## config.mk

```make
export PLATFORM = sky130hd
export DESIGN_NAME = pieo_post_deq_prefetch
export DESIGN_NICKNAME = d
export VERILOG_FILES = /design/src/rtl/pieo_sched_pkg.sv /design/src/rtl/pieo_post_deq_id_fifo.sv /design/src/rtl/pieo_post_deq_prefetch.sv
export SDC_FILE = /design/constraint.sdc
export NUM_CORES = 1
export LEC_CHECK = 0
export ABC_AREA = 1
export BUFFER_PORTS_ARGS = -buffer_cell sky130_fd_sc_hd__buf_2
export CAP_MARGIN = 5
export CORE_MARGIN = 1.5
export CORE_UTILIZATION = 54
export CTS_CLUSTER_DIAMETER = 30
export DETAILED_ROUTE_END_ITERATION = 8
export GPL_TIMING_DRIVEN = 0
export PLACE_DENSITY_LB_ADDON = 0.05
export RECOVER_POWER = 25
export SLEW_MARGIN = 20
export SYNTH_ARGS = -nofsm -noshare
export SYNTH_HDL_FRONTEND = slang
export SYNTH_SLANG_ARGS = --single-unit
```

## constraint.sdc

```tcl
create_clock -name clk -period 2.6 [get_ports clk]
set_clock_uncertainty 0.15 [all_clocks]
set_input_delay 0.65 -clock clk [delete_from_list [all_inputs] [get_ports clk]]
set_output_delay 0.65 -clock clk [all_outputs]
set_load 0.03 [all_outputs]
```

## src/rtl/pieo_sched_pkg.sv

```systemverilog
// Shared definitions for the PIEO post-dequeue path.
// Contents:
//   send_state_e   : send FSM encoding (IDLE=0, SEND=1)
//   isNullElement  : detects all-ones elements and out-of-range queue IDs
//   satInc         : increment that sticks at the all-ones value of a width
package pieo_sched_pkg;

  typedef enum logic {
    ST_IDLE = 1'b0,
    ST_SEND = 1'b1
  } send_state_e;

  // Widest element and counter the helpers accept; callers zero-extend into these.
  localparam int unsigned MAX_ELEM_W = 32;
  localparam int unsigned MAX_CNT_W  = 32;

  // An element is null when every one of its elemW bits is set, or when its
  // queue-ID field (low idW bits) names a queue that does not exist.
  function automatic logic isNullElement(input logic [MAX_ELEM_W-1:0] elem,
                                         input int unsigned           elemW,
                                         input int unsigned           idW,
                                         input int unsigned           numQueues);
    logic                  allOnes;
    logic [MAX_ELEM_W-1:0] id;
    allOnes = 1'b1;
    id      = '0;
    for (int unsigned i = 0; i < MAX_ELEM_W; i++) begin
      if ((i < elemW) && !elem[i]) allOnes = 1'b0;
      if (i < idW) id[i] = elem[i];
    end
    return allOnes || (id >= MAX_ELEM_W'(numQueues));
  endfunction

  // Adds one unless the value already equals 2^width-1.
  function automatic logic [MAX_CNT_W-1:0] satInc(input logic [MAX_CNT_W-1:0] value,
                                                  input int unsigned          width);
    logic [MAX_CNT_W:0] maxVal;
    maxVal = ((MAX_CNT_W+1)'(1) << width) - (MAX_CNT_W+1)'(1);
    if ({1'b0, value} >= maxVal) return value;
    return value + 1'b1;
  endfunction

endpackage

```

## src/rtl/pieo_post_deq_id_fifo.sv

```systemverilog
// Small synchronous FIFO holding prefetched queue IDs.
// Ports:
//   clk, rst_n      : clock, asynchronous active-low reset
//   push_i, data_i  : write an ID (ignored when full unless popping too)
//   pop_i           : drop the head entry (ignored when empty)
//   head_o          : current head entry, valid while empty_o is low
//   count_o         : occupancy, 0..DEPTH
//   full_o, empty_o : occupancy flags
module pieo_post_deq_id_fifo #(
  parameter int DEPTH = 2,
  parameter int WIDTH = 2
) (
  input  logic                       clk,
  input  logic                       rst_n,
  input  logic                       push_i,
  input  logic [WIDTH-1:0]           data_i,
  input  logic                       pop_i,
  output logic [WIDTH-1:0]           head_o,
  output logic [$clog2(DEPTH+1)-1:0] count_o,
  output logic                       full_o,
  output logic                       empty_o
);

  localparam int PTR_W = (DEPTH > 1) ? $clog2(DEPTH) : 1;
  localparam int CW    = $clog2(DEPTH+1);

  logic [WIDTH-1:0] mem [DEPTH];
  logic [PTR_W-1:0] wrPtr_q, wrPtr_d, rdPtr_q, rdPtr_d;
  logic [CW-1:0]    count_q, count_d;
  logic             doPush, doPop;

  function automatic logic [PTR_W-1:0] nextPtr(input logic [PTR_W-1:0] ptr);
    return (ptr == PTR_W'(DEPTH-1)) ? '0 : ptr + 1'b1;
  endfunction

  assign full_o  = (count_q == CW'(DEPTH));
  assign empty_o = (count_q == '0);
  assign count_o = count_q;
  assign head_o  = mem[rdPtr_q];

  // A push into a full FIFO is still fine when the head leaves in the same cycle.
  assign doPush = push_i & (~full_o | pop_i);
  assign doPop  = pop_i & ~empty_o;

  always_comb begin
    wrPtr_d = doPush ? nextPtr(wrPtr_q) : wrPtr_q;
    rdPtr_d = doPop  ? nextPtr(rdPtr_q) : rdPtr_q;
    count_d = count_q + CW'(doPush) - CW'(doPop);
  end

  always_ff @(posedge clk or negedge rst_n) begin
    if (!rst_n) begin
      wrPtr_q <= '0;
      rdPtr_q <= '0;
      count_q <= '0;
    end else begin
      wrPtr_q <= wrPtr_d;
      rdPtr_q <= rdPtr_d;
      count_q <= count_d;
    end
  end

  // Storage needs no reset; the pointers alone define what is valid.
  always_ff @(posedge clk) begin
    if (doPush) mem[wrPtr_q] <= data_i;
  end

endmodule

```

## src/rtl/pieo_post_deq_prefetch.sv

```systemverilog
// Post-dequeue controller between the PIEO scheduler and the egress mux.
// Prefetches queue IDs while a packet streams, drops null/stale elements and
// aborts packets that overrun the watchdog.
// Ports:
//   clk, rst_n                  : clock, asynchronous active-low reset
//   en_in                       : global enable for new requests and pops
//   pieo_ready, pieo_empty      : PIEO status
//   pieo_deq_valid/_element     : dequeue response
//   pieo_deq_trigger            : one-cycle dequeue request (registered)
//   fifo_tvalid, pe_tlast       : per-queue data available / end of packet
//   fifos_not_enq_flag          : enqueue tracker busy, blocks new requests
//   sel_out, en_out             : registered mux select and enable
//   null/stale_drop_cnt, timeout_cnt : saturating event counters
//   timeout_pulse               : one-cycle pulse on a watchdog abort
module pieo_post_deq_prefetch
  import pieo_sched_pkg::*;
#(
  parameter int NUM_QUEUES     = 3,
  parameter int ID_LOG         = $clog2(NUM_QUEUES),
  parameter int RANK_LOG       = 1,
  parameter int TIME_LOG       = 1,
  parameter int PREFETCH_DEPTH = 2,
  parameter int MAX_PKT_CYCLES = 0,
  parameter int CNT_W          = 16
) (
  input  logic                                clk,
  input  logic                                rst_n,
  input  logic                                en_in,
  input  logic                                pieo_ready,
  input  logic                                pieo_empty,
  input  logic                                pieo_deq_valid,
  input  logic [ID_LOG+RANK_LOG+TIME_LOG-1:0] pieo_deq_element,
  output logic                                pieo_deq_trigger,
  input  logic [NUM_QUEUES-1:0]               fifo_tvalid,
  input  logic [NUM_QUEUES-1:0]               pe_tlast,
  input  logic                                fifos_not_enq_flag,
  output logic [ID_LOG-1:0]                   sel_out,
  output logic                                en_out,
  output logic [CNT_W-1:0]                    null_drop_cnt,
  output logic [CNT_W-1:0]                    stale_drop_cnt,
  output logic [CNT_W-1:0]                    timeout_cnt,
  output logic                                timeout_pulse
);

  localparam int ELEM_W = ID_LOG + RANK_LOG + TIME_LOG;
  localparam int FCNT_W = $clog2(PREFETCH_DEPTH+1);
  localparam int OCC_W  = FCNT_W + 1;
  localparam int WDOG_W = (MAX_PKT_CYCLES > 1) ? $clog2(MAX_PKT_CYCLES) : 1;

  send_state_e       state_q, state_d;
  logic              trigger_q, trigger_d;
  logic              outstanding_q, outstanding_d;
  logic [ID_LOG-1:0] sel_q, sel_d;
  logic              en_q, en_d;
  logic              pulse_q, pulse_d;
  logic [WDOG_W-1:0] wdog_q, wdog_d;
  logic [CNT_W-1:0]  nullCnt_q, nullCnt_d, staleCnt_q, staleCnt_d, timeoutCnt_q, timeoutCnt_d;

  logic              accept, elemNull, push, pop, issue;
  logic [ID_LOG-1:0] head;
  logic [FCNT_W-1:0] fifoCount;
  logic              fifoFull, fifoEmpty;
  logic [OCC_W-1:0]  occNext;
  logic              headValid, selTlast, wdogExpire;

  pieo_post_deq_id_fifo #(
    .DEPTH(PREFETCH_DEPTH),
    .WIDTH(ID_LOG)
  ) idFifo (
    .clk    (clk),
    .rst_n  (rst_n),
    .push_i (push),
    .data_i (pieo_deq_element[ID_LOG-1:0]),
    .pop_i  (pop),
    .head_o (head),
    .count_o(fifoCount),
    .full_o (fifoFull),
    .empty_o(fifoEmpty)
  );

  // Responses only count while a request is outstanding; stray strobes are ignored.
  assign accept   = pieo_deq_valid & outstanding_q;
  assign elemNull = isNullElement(MAX_ELEM_W'(pieo_deq_element), ELEM_W, ID_LOG, NUM_QUEUES);
  assign push     = accept & ~elemNull & (~fifoFull | pop);

  // Occupancy as it will be after this cycle's push/pop, so a new request
  // never targets a slot that the in-flight response will consume.
  assign occNext = {1'b0, fifoCount} + OCC_W'(push) - OCC_W'(pop);
  assign issue   = pieo_ready & ~pieo_empty & ~fifos_not_enq_flag & en_in
                 & (~outstanding_q | accept)
                 & (occNext < OCC_W'(PREFETCH_DEPTH));

  always_comb begin
    trigger_d     = issue;
    outstanding_d = outstanding_q;
    if (issue)       outstanding_d = 1'b1;
    else if (accept) outstanding_d = 1'b0;
    nullCnt_d = nullCnt_q;
    if (accept && elemNull) nullCnt_d = CNT_W'(satInc(MAX_CNT_W'(nullCnt_q), CNT_W));
  end

  // Look up the per-queue flags for the FIFO head and the active select.
  always_comb begin
    headValid = 1'b0;
    selTlast  = 1'b0;
    for (int q = 0; q < NUM_QUEUES; q++) begin
      if (head  == ID_LOG'(q)) headValid = fifo_tvalid[q];
      if (sel_q == ID_LOG'(q)) selTlast  = pe_tlast[q];
    end
  end

  assign wdogExpire = (MAX_PKT_CYCLES != 0) && (wdog_q == WDOG_W'(MAX_PKT_CYCLES-1));

  // Send FSM: IDLE pops one ID per cycle; SEND waits for tlast or the watchdog.
  always_comb begin
    state_d      = state_q;
    sel_d        = sel_q;
    en_d         = en_q;
    pulse_d      = 1'b0;
    wdog_d       = wdog_q;
    staleCnt_d   = staleCnt_q;
    timeoutCnt_d = timeoutCnt_q;
    pop          = 1'b0;
    case (state_q)
      ST_IDLE: begin
        if (!fifoEmpty && en_in) begin
          pop = 1'b1;
          if (headValid) begin
            sel_d   = head;
            en_d    = 1'b1;
            wdog_d  = '0;
            state_d = ST_SEND;
          end else begin
            staleCnt_d = CNT_W'(satInc(MAX_CNT_W'(staleCnt_q), CNT_W));
          end
        end
      end
      ST_SEND: begin
        // tlast wins over a simultaneous watchdog expiry.
        if (selTlast) begin
          en_d    = 1'b0;
          state_d = ST_IDLE;
        end else if (wdogExpire) begin
          en_d         = 1'b0;
          pulse_d      = 1'b1;
          timeoutCnt_d = CNT_W'(satInc(MAX_CNT_W'(timeoutCnt_q), CNT_W));
          state_d      = ST_IDLE;
        end else begin
          wdog_d = wdog_q + 1'b1;
        end
      end
      default: state_d = ST_IDLE;
    endcase
  end

  always_ff @(posedge clk or negedge rst_n) begin
    if (!rst_n) begin
      state_q       <= ST_IDLE;
      trigger_q     <= 1'b0;
      outstanding_q <= 1'b0;
      sel_q         <= '0;
      en_q          <= 1'b0;
      pulse_q       <= 1'b0;
      wdog_q        <= '0;
      nullCnt_q     <= '0;
      staleCnt_q    <= '0;
      timeoutCnt_q  <= '0;
    end else begin
      state_q       <= state_d;
      trigger_q     <= trigger_d;
      outstanding_q <= outstanding_d;
      sel_q         <= sel_d;
      en_q          <= en_d;
      pulse_q       <= pulse_d;
      wdog_q        <= wdog_d;
      nullCnt_q     <= nullCnt_d;
      staleCnt_q    <= staleCnt_d;
      timeoutCnt_q  <= timeoutCnt_d;
    end
  end

  assign pieo_deq_trigger = trigger_q;
  assign sel_out          = sel_q;
  assign en_out           = en_q;
  assign timeout_pulse    = pulse_q;
  assign null_drop_cnt    = nullCnt_q;
  assign stale_drop_cnt   = staleCnt_q;
  assign timeout_cnt      = timeoutCnt_q;

endmodule

```

# ---- After elaboration in Yosys (flattened, before gate mapping)
# Memory sizes are Yosys's and may differ from the RTL's.
# Cells that the tools add are included.
dict set report totals {
  memories 1
  elab_cells 99
  in_bits 17
  ramBits 4
  out_inout_bits 53
  regBits 42
}
dict set report classes {
  n_eq_ne 10
  mux 34
  n_addsub 8
  order_cmp 4
  reduce_logical 12
  bitwise 20
}
# memory depth width read_ports rd_ports_with_merged_regs wr line
set memory_table {}
lappend memory_table {idFifo.mem 2 2 1 0 1 pieo_post_deq_id_fifo.sv:27} ;# logic [WIDTH-1:0] mem [DEPTH];
# cell count
set op_table {}
lappend op_table {{16-bit by 1-bit adder with 16-bit output, second input constant} 2}
lappend op_table {{16-bit greater-or-equal comparator, second input constant} 2}
lappend op_table {{16-bit 2-to-1 mux} 2}
lappend op_table {{1-bit 2-to-1 mux} 30}
lappend op_table {{1-bit bitwise AND} 10}
lappend op_table {{2-bit != test, second input constant} 4}
lappend op_table {{1-bit NOT} 8}
lappend op_table {{2-bit == test, second input constant} 3}
lappend op_table {{2-bit logical NOT} 3}
lappend op_table {{3-bit AND reduction} 2}
lappend op_table {{2-bit by 1-bit == test with 1-bit output, second input constant} 2}
lappend op_table {{1-bit case mux with 2 select lines} 2}
lappend op_table {{4-bit AND reduction} 1}
lappend op_table {{2-bit by 1-bit adder with 3-bit output} 1}
lappend op_table {{3-bit by 2-bit less-than comparator with 1-bit output, second input constant} 1}
lappend op_table {{3-bit by 1-bit subtractor with 3-bit output} 1}
lappend op_table {{1-bit adder, second input constant} 2}
lappend op_table {{2-bit by 1-bit adder with 2-bit output} 1}
lappend op_table {{2-bit greater-or-equal comparator, second input constant} 1}
lappend op_table {{1-bit logical AND} 2}
lappend op_table {{2-bit by 1-bit != test with 1-bit output, second input constant} 1}
lappend op_table {{1-bit OR} 2}
lappend op_table {{2-bit AND reduction} 1}
lappend op_table {{2-bit nonzero test} 1}
lappend op_table {{other kinds (3)} 3}

# ---- Depth between registers and ports, before layout
# Gate-level depths: netlist of run 1.
dict set report logic_depth {
  word_depth 13
  depth_mapped 11
  depth_no_buf 10
}

# ---- By module
# A second synthesis of run 1 with hierarchy kept.
dict set report unflattened {
  hier_cells 409
  hier_area_um2 2996.6
}
# mod cells_per_inst area_per_inst_um2 instances seq_area_each_um2
set by_module_without_submodules {}
lappend by_module_without_submodules {pieo_post_deq_prefetch 368 2613.8 1 950.9}
lappend by_module_without_submodules {pieo_post_deq_id_fifo 41 382.9 1 220.2}

# ---- Least setup slack after synthesis of run 1
# No wires, ideal clock.
dict set report synth_path {
  path_type {input to register}
  from {input port en_in}
  to {register trigger_q, in the netlist pieo_deq_trigger}
  n_path_buf 0
  arrival_time_ns 2.211
  cell_stages 9
  required_time_ns 2.364
  setup_ns 0.086
  path_slack_ns 0.153
  cell_sequence {nand2_1 -> nand3_1 -> nand4_1 -> ha_1 -> or2_2 -> fa_1 -> xnor2_1 -> nand2_1 -> nor3_1}
}
dict set report synth_between {
  elab_chain_cells 9
  word_cells_on_any_way 11
  classes_between {2 x add/sub; 1 x order compare; 2 x mux; 5 x bitwise; 1 x reduce/logical}
}
# item line
set synth_rtl {}
lappend synth_rtl {{start, declared} pieo_post_deq_prefetch.sv:28} ;# input logic en_in,
lappend synth_rtl {{1-bit logical AND} pieo_post_deq_prefetch.sv:126} ;# if (!fifoEmpty && en_in) begin
lappend synth_rtl {{1-bit 2-to-1 mux} pieo_post_deq_prefetch.sv:126}
lappend synth_rtl {{1-bit 2-to-1 mux} pieo_post_deq_prefetch.sv:124} ;# case (state_q)
lappend synth_rtl {{1-bit OR} pieo_post_deq_prefetch.sv:84} ;# assign push = accept & ~elemNull & (~fifoFull | pop);
lappend synth_rtl {{1-bit bitwise AND} pieo_post_deq_prefetch.sv:84}
lappend synth_rtl {{2-bit by 1-bit adder with 3-bit output} pieo_post_deq_prefetch.sv:88} ;# assign occNext = {1'b0, fifoCount} + OCC_W'(push) - OCC_W'(pop);
lappend synth_rtl {{3-bit by 1-bit subtractor with 3-bit output} pieo_post_deq_prefetch.sv:88}
lappend synth_rtl {{3-bit by 2-bit less-than comparator with 1-bit output} pieo_post_deq_prefetch.sv:91} ;# & (occNext < OCC_W'(PREFETCH_DEPTH));
lappend synth_rtl {{1-bit bitwise AND (*)} pieo_post_deq_prefetch.sv:91}
lappend synth_rtl {{net issue} pieo_post_deq_prefetch.sv:59} ;# logic accept, elemNull, push, pop, issue;
lappend synth_rtl {{end signal, assigned} pieo_post_deq_prefetch.sv:170} ;# trigger_q <= trigger_d;
lappend synth_rtl {{end, declared} pieo_post_deq_prefetch.sv:51} ;# logic trigger_q, trigger_d;
# The timed path passes the listed nets; every way through them passes the cells marked *.
# A chain may end at the register's enable or synchronous reset.

# ---- Worst setup path after layout of run 1
dict set report layout_path {
  from {register state_q}
  to {register trigger_q, in the netlist pieo_deq_trigger}
}
dict set report layout_between {
  elab_chain_cells 7
}
# item line
set layout_rtl {}
lappend layout_rtl {{start, declared} pieo_post_deq_prefetch.sv:50} ;# send_state_e state_q, state_d;
lappend layout_rtl {{start signal, assigned} pieo_post_deq_prefetch.sv:169} ;# state_q <= state_d;
lappend layout_rtl {{1-bit 2-to-1 mux (*)} pieo_post_deq_prefetch.sv:124}
lappend layout_rtl {{1-bit OR} pieo_post_deq_prefetch.sv:84}
lappend layout_rtl {{1-bit bitwise AND} pieo_post_deq_prefetch.sv:84}
lappend layout_rtl {{2-bit by 1-bit adder with 3-bit output} pieo_post_deq_prefetch.sv:88}
lappend layout_rtl {{3-bit by 1-bit subtractor with 3-bit output (*)} pieo_post_deq_prefetch.sv:88}
lappend layout_rtl {{3-bit by 2-bit less-than comparator with 1-bit output (*)} pieo_post_deq_prefetch.sv:91}
lappend layout_rtl {{1-bit bitwise AND (*)} pieo_post_deq_prefetch.sv:91}
lappend layout_rtl {{net issue} pieo_post_deq_prefetch.sv:59}
# Marked as above.

==> metrics, run 1 <==
Root Buffer clkbuf_8; Worst EP arrival 2.51 ns; Die W approximately 76 um; CP Launch Type register; Post-Place Setup Slack -0.194 ns; max-cap viol count 0; reg2reg end pieo_deq_trigger$_DFF_PN0_; status finished, final reports clean; R2R Setup Slk 0.16 ns; Crit Path Category register to register; DRT iter0 DRCs between 100 and 150; final cell count without fillers 531; Lkg Pwr approximately 1.8 nW; RSZ-0062 raised after global routing false; Initial Utilization 55.7%; hold_buf cts 0; Worst Slack Setup Final 0.162 ns; kind of end point of the critical path register; dpl hpwl 4290 um; Row Count 26; CTS Buf Count 5; Final Cell Area roughly 3300 um2; most common cell after layout, fill and taps aside nand2_1; Boundary Pins 70; Area Overhead vs Synth 16.9%; Worst-Skew Late Latency 0.31 ns; register area share after synthesis between 40% and 50%; Final Max Slew Viols 0; Final period util 93.8%; Layout Nets 483; initial antenna violation count 0; worst slew pin tran 1.05 ns; worst flop-to-flop path startpoint state_q$_DFF_PN0_; WL per Instance 10.7 um; Max Clk Rate 0.410 GHz; Vias/cell 4.73; I/O Buffers 50; Longest Clk Path Bufs 2; Worst VDD drop between 0.5 and 0.6 mV; synthesized cell area 2850 um2; Die Area ~5700 um2; antenna cells 0; Worst Hold Class register to register; wirelength, routed 5660 um; Max-slew headroom 29.7%; Max FO, Critical Path 3; CTS tree done; Clock Pin Slew Worst Setup and Hold Paths 0.08 ns; number of global-route vias before repair 2,151; All-Layer GR Usage a little over a fifth; CTS resizes 0; #FFs+latches synth 46; Die Y roughly 76 um; Setup violations, final 0; drt first pass iters 4; post-layout util 65.1%; Placed Area 3240 um2; largest net degree at the start of global routing 43; Final Hold Vio Count 0; worst reg2reg path depth 10; via count around 2.5k; CORE AREA 5110 um2; crit path to pieo_deq_trigger$_DFF_PN0_; setup TNS 0 ns; PnR Total Power 2.24 mW; Setup Buffers After CTS 0; YS warnings 0; Hold Crit Depth 2; first-pass GRT wire length 9360 um; Syn Area/Cell 7.37 um2; H-Tree Level Count 2; min Tclk post-route 2.44 ns; hold_sp state_q$_DFF_PN0_; placed cell count 522; TritonCTS Sinks 46; Final ANT Viol Nets 0; routability congestion estimate from global placement between 0.8 and 0.9; Worst EP required 2.67 ns; Distinct cells, synth 29; Remaining DRCs 0; P per Cell Area 672 nW/um2; Critical Path Start state_q$_DFF_PN0_; hold_ws 0.329 ns; total grt overflow 0; most frequent cells in the layout 159 x nand2_1, 48 x buf_2, 42 x dfrtp_1; Filler cells 477; synthesized instance count 386; ratio of cells with drive above 1 in the final layout 18.2%
==> worst min path at each step <==
stage	endpoint	slack, ns
detailed placement	state_q$_DFF_PN0_	0.31
global placement	state_q$_DFF_PN0_	0.31
CTS	state_q$_DFF_PN0_	0.33
global route	idFifo.wrPtr_q$_DFFE_PN0P_	0.37
floorplan	en_out$_DFFE_PN0P_	0.20
finish	state_q$_DFF_PN0_	0.33
==> where the power goes <==
group	total (mW)	internal, mW	switching, mW
Sequential	0.956	0.839	0.117
Clock	0.431	0.185	0.245
Combinational	0.851	0.297	0.554
Total	2.24	1.32	0.916
==> cells by family after synthesis <==
group	Yosys count	share of synthesized area (%)
AND/OR/NAND/NOR	238	34.9
buffers and inverters	60	11.4
flip-flops	46	41.2
XOR/XNOR	24	7.39
AO/OA/AOI/OAI	11	2.11
adder cells (fa/ha/maj)	6	2.90
other	1	0.132
==> synth_stat cells <==
library cell  count  area share, %
nand3b_1          1           0.26
nand4_1           7            1.5
o21ai_0           8            1.4
nor2_1           39            5.1
nor3_1            4           0.70
nand3_1          20            3.5
fa_1              1           0.70
buf_2             1           0.18
edfxtp_1          4            4.2
dfrtp_1          42             37
buf_6             2           0.79
o22ai_1           1           0.22
nor2_2            1           0.22
inv_1            38            5.0
nand2_1         159             21
xor2_1            8            2.5
or2_2             1           0.22
nand3_2           2           0.70
ha_1              5            2.2
nand2_2           1           0.22
buf_12            1           0.70
nor3_4            1           0.57
a21oi_1           1           0.18
buf_4            18            4.7
o221ai_1          1           0.31
xnor2_1          16            4.9
nor2_4            1           0.40
nand2_4           1           0.40
conb_1            1           0.13
==> worst max-delay path, cell delays in order (launching register included) <==
cell	delay, ns
dfrtp_1	0.38
inv_1	0.09
nand2_1	0.10
nand3_1	0.11
nand4_1	0.13
ha_1	0.32
or2_2	0.31
fa_1	0.39
xnor2_1	0.15
nand2_1	0.09
nor3_1	0.15
==> sequential cells by signal, indices dropped and copies added (netlist names) <==
register	flops
state_q	1
idFifo.mem	4
null_drop_cnt	16
idFifo.rdPtr_q	1
pieo_deq_trigger	1
idFifo.wrPtr_q	1
idFifo.count_o	2
en_out	1
stale_drop_cnt	16
sel_out	2
outstanding_q	1
==> metal layers <==
layer  GRT usage (%)  up-vias  wire (um)
met4            8.53        0         95
met3            3.17        8        210
met5               0        -          0
met2            36.3       51       2770
li1                -     1301          -
met1            28.3     1153       2580
==> layout make-up <==
| cell class | count | area (um2) | area share (%) |
|---|---|---|---|
| clock buffers | 6 | 72.6 | 2.18 |
| multi-input cells | 296 | 1410 | 42.3 |
| well taps | 70 | 87.6 | 2.63 |
| repair buffers | 51 | 255 | 7.67 |
| plain buffers | 22 | 183 | 5.49 |
| inverters | 38 | 143 | 4.29 |
| clock inverters | 2 | 8.76 | 0.263 |
| flip-flops and latches | 46 | 1170 | 35.2 |
No activity file was read; power rests on OpenSTA's default activity.
==> inputs of run 2 (changes only) <==
Settings changed: CORE_UTILIZATION 54 to 48.
Clock period 2.6 ns to 2.1 ns, I/O delays scaled along.
==> run 2 against run 1 <==
Effect of this change:
- die area up 12%
- non-clock buffer count grew 3
- total power increased by 29%
- sequential cell count did not move
- sequential power grew 26%
- global-route usage decreased by 1.9 points
- final area up 2.3%
- the run now ends with negative setup slack left
- clock power rose by 31%
- via count shrank 1.7%
- routed wire length grew 0.57%
- largest power group unchanged
- combinational power is 32% higher
- worst setup slack got worse by 0.24 ns
==> metrics, run 2 (same netlist as run 1, synthesis figures left out) <==
Worst VDD drop around 0.61 mV; Vias/cell roughly 4.6; total grt overflow 0; critical path's top delay family adder cells; antenna cells 0; Die W 80.0 um; Final ANT Viol Nets 0; Max Used Layer met4; wire length on met2 2770 um; Area Overhead vs Synth 19.7%; Max-slew headroom between 20% and 30%; drt first pass iters 4; All-Layer GR Usage 19.8%; Worst Slack Setup Final -0.0740 ns; Clock Pin Slew Worst Setup and Hold Paths 0.08 ns; Worst-Skew Late Latency 0.30 ns; via count around 2.5k; Initial Utilization 50.7%; Boundary Pins 70; hold_buf cts 0; first-pass GRT wire length between 9000 and 10,000 um; Crit Path Category register to register; worst slew pin tran 1.05 ns; Max FO, Critical Path 2; Root Buffer clkbuf_8; M1 wire length between 2000 and 3000 um; routability congestion estimate from global placement 0.931; Net Sw Frac 40.1%; placed cell count 524; Die Y 80.0 um; most common cell after layout, fill and taps aside nand2_1; Row Count 27; Final Hold Vio Count 0; CP max stage delay 0.52 ns; final cell count without fillers 536; Lkg Pwr between 1.5 and 2 nW; CTS Buf Count 5; dpl hpwl 4290 um; kind of end point of the critical path register; Combinational Power Share 39.0%; status finished, violations left; Clk pwr share 19.5%; wirelength, routed 5690 um; min Tclk post-route 2.17 ns; CORE AREA around 5600 um2; Final Max Slew Viols 0; RSZ-0062 raised after global routing true; initial antenna violation count 0; CP Buf/Inv Count 1; Reg power frac about two fifths; Worst EP arrival 2.25 ns; Max Clk Rate roughly 0.46 GHz; Layout Nets 486; Worst Hold Class primary input to asynchronous set/reset pin; ratio of cells with drive above 1 in the final layout 21.6%; max-cap viol count 0; WL met3 between 200 and 250 um; Remaining DRCs 0; CP Launch Type register; violated checks negative setup slack; crit path max-delay cell type fa_2; I/O Buffers 50; WL per Instance 10.6 um; most frequent cells in the layout 157 x nand2_1, 48 x buf_2, 40 x dfrtp_1; Critical Path Start state_q$_DFF_PN0_; P_int 1.73 mW; CTS tree done; worst flop-to-flop path startpoint state_q$_DFF_PN0_; worst path cell trace inv_2 -> nand2_4 -> nand3_2 -> nand4_1 -> ha_1 -> or2_4 -> fa_2 -> nand2_2 -> nor3_2; Final period util 104%; number of global-route vias before repair 2,226; Setup violations, final 2; hold_ws 0.251 ns; DRT iter0 DRCs 91; Die Area 6400 um2; Worst EP required 2.17 ns; P_sw 1.16 mW; P per Cell Area 846 nW/um2; TritonCTS Sinks 46; H-Tree Level Count 2; Longest Clk Path Bufs 2; largest net degree at the start of global routing 43
-- run 2: final timing paths --
path                                                 endpoint  slack, ns  depth (start not counted)
worst max-delay path               pieo_deq_trigger$_DFF_PN0_      -0.07                          9
worst min-delay path            stale_drop_cnt[9]$_DFFE_PN0P_       0.25                          1
worst max register to register     pieo_deq_trigger$_DFF_PN0_      -0.07                          9
worst min register to register     idFifo.wrPtr_q$_DFFE_PN0P_       0.34                          2
max in group asynchronous         idFifo.count_o[1]$_DFF_PN0_       0.84                          1
min in group clk                    outstanding_q$_DFFE_PN0P_       0.32                          2
-- run 2: layout make-up --
cell class / count / area (um2)
inverters: 38 / 143
flip-flops and latches: 46 / 1170
repair buffers: 54 / 278
clock inverters: 1 / 5.00
plain buffers: 22 / 183
clock buffers: 7 / 86.3
multi-input cells: 296 / 1450
fillers: 563 / 2200
well taps: 72 / 90.1
-- run 2: repair_timing --
action                     in CTS  in global routing
resized for setup               4                  4
hold endpoints to repair        0                  0
setup endpoints to repair       2                  6
pin swaps                       6                  2
buffers inserted                3                  1
-- run 2: metrics by stage --
| stage | setup TNS (ns) | power, mW | util [%] | worst slack, ns | area (um2) |
|---|---|---|---|---|---|
| 2_1_floorplan | -0.248 | 2.02 | - | -0.161 | 2920 |
| 3_3_place_gp | -0.683 | 2.24 | 58.2 | -0.383 | 3260 |
| 3_5_place_dp | -0.804 | 2.28 | 58.2 | -0.447 | 3260 |
| 4_1_cts | -0.207 | 2.91 | 60.5 | -0.106 | 3390 |
| 5_1_grt | -0.319 | 3.08 | 60.7 | -0.163 | 3400 |
| 6_report | -0.142 | 2.88 | 60.7 | -0.0740 | 3400 |
-- run 2: per-layer routing --
metal	up-vias	global-route usage, %
li1	1316	-
met1	1098	24.6
met2	47	33.9
met3	9	4.00
met4	0	6.72
met5	-	0
-- run 2: power groups by stage --
| stage | Clock [mW] | Combinational (mW) | Sequential [mW] |
|---|---|---|---|
| 5_1_grt | 0.611 | 1.25 | 1.22 |
| 3_3_place_gp | 0 | 1.04 | 1.20 |
| 2_1_floorplan | 0 | 0.654 | 1.36 |
| 3_5_place_dp | 0 | 1.07 | 1.20 |
| 6_report | 0.563 | 1.12 | 1.20 |
| 4_1_cts | 0.587 | 1.13 | 1.19 |
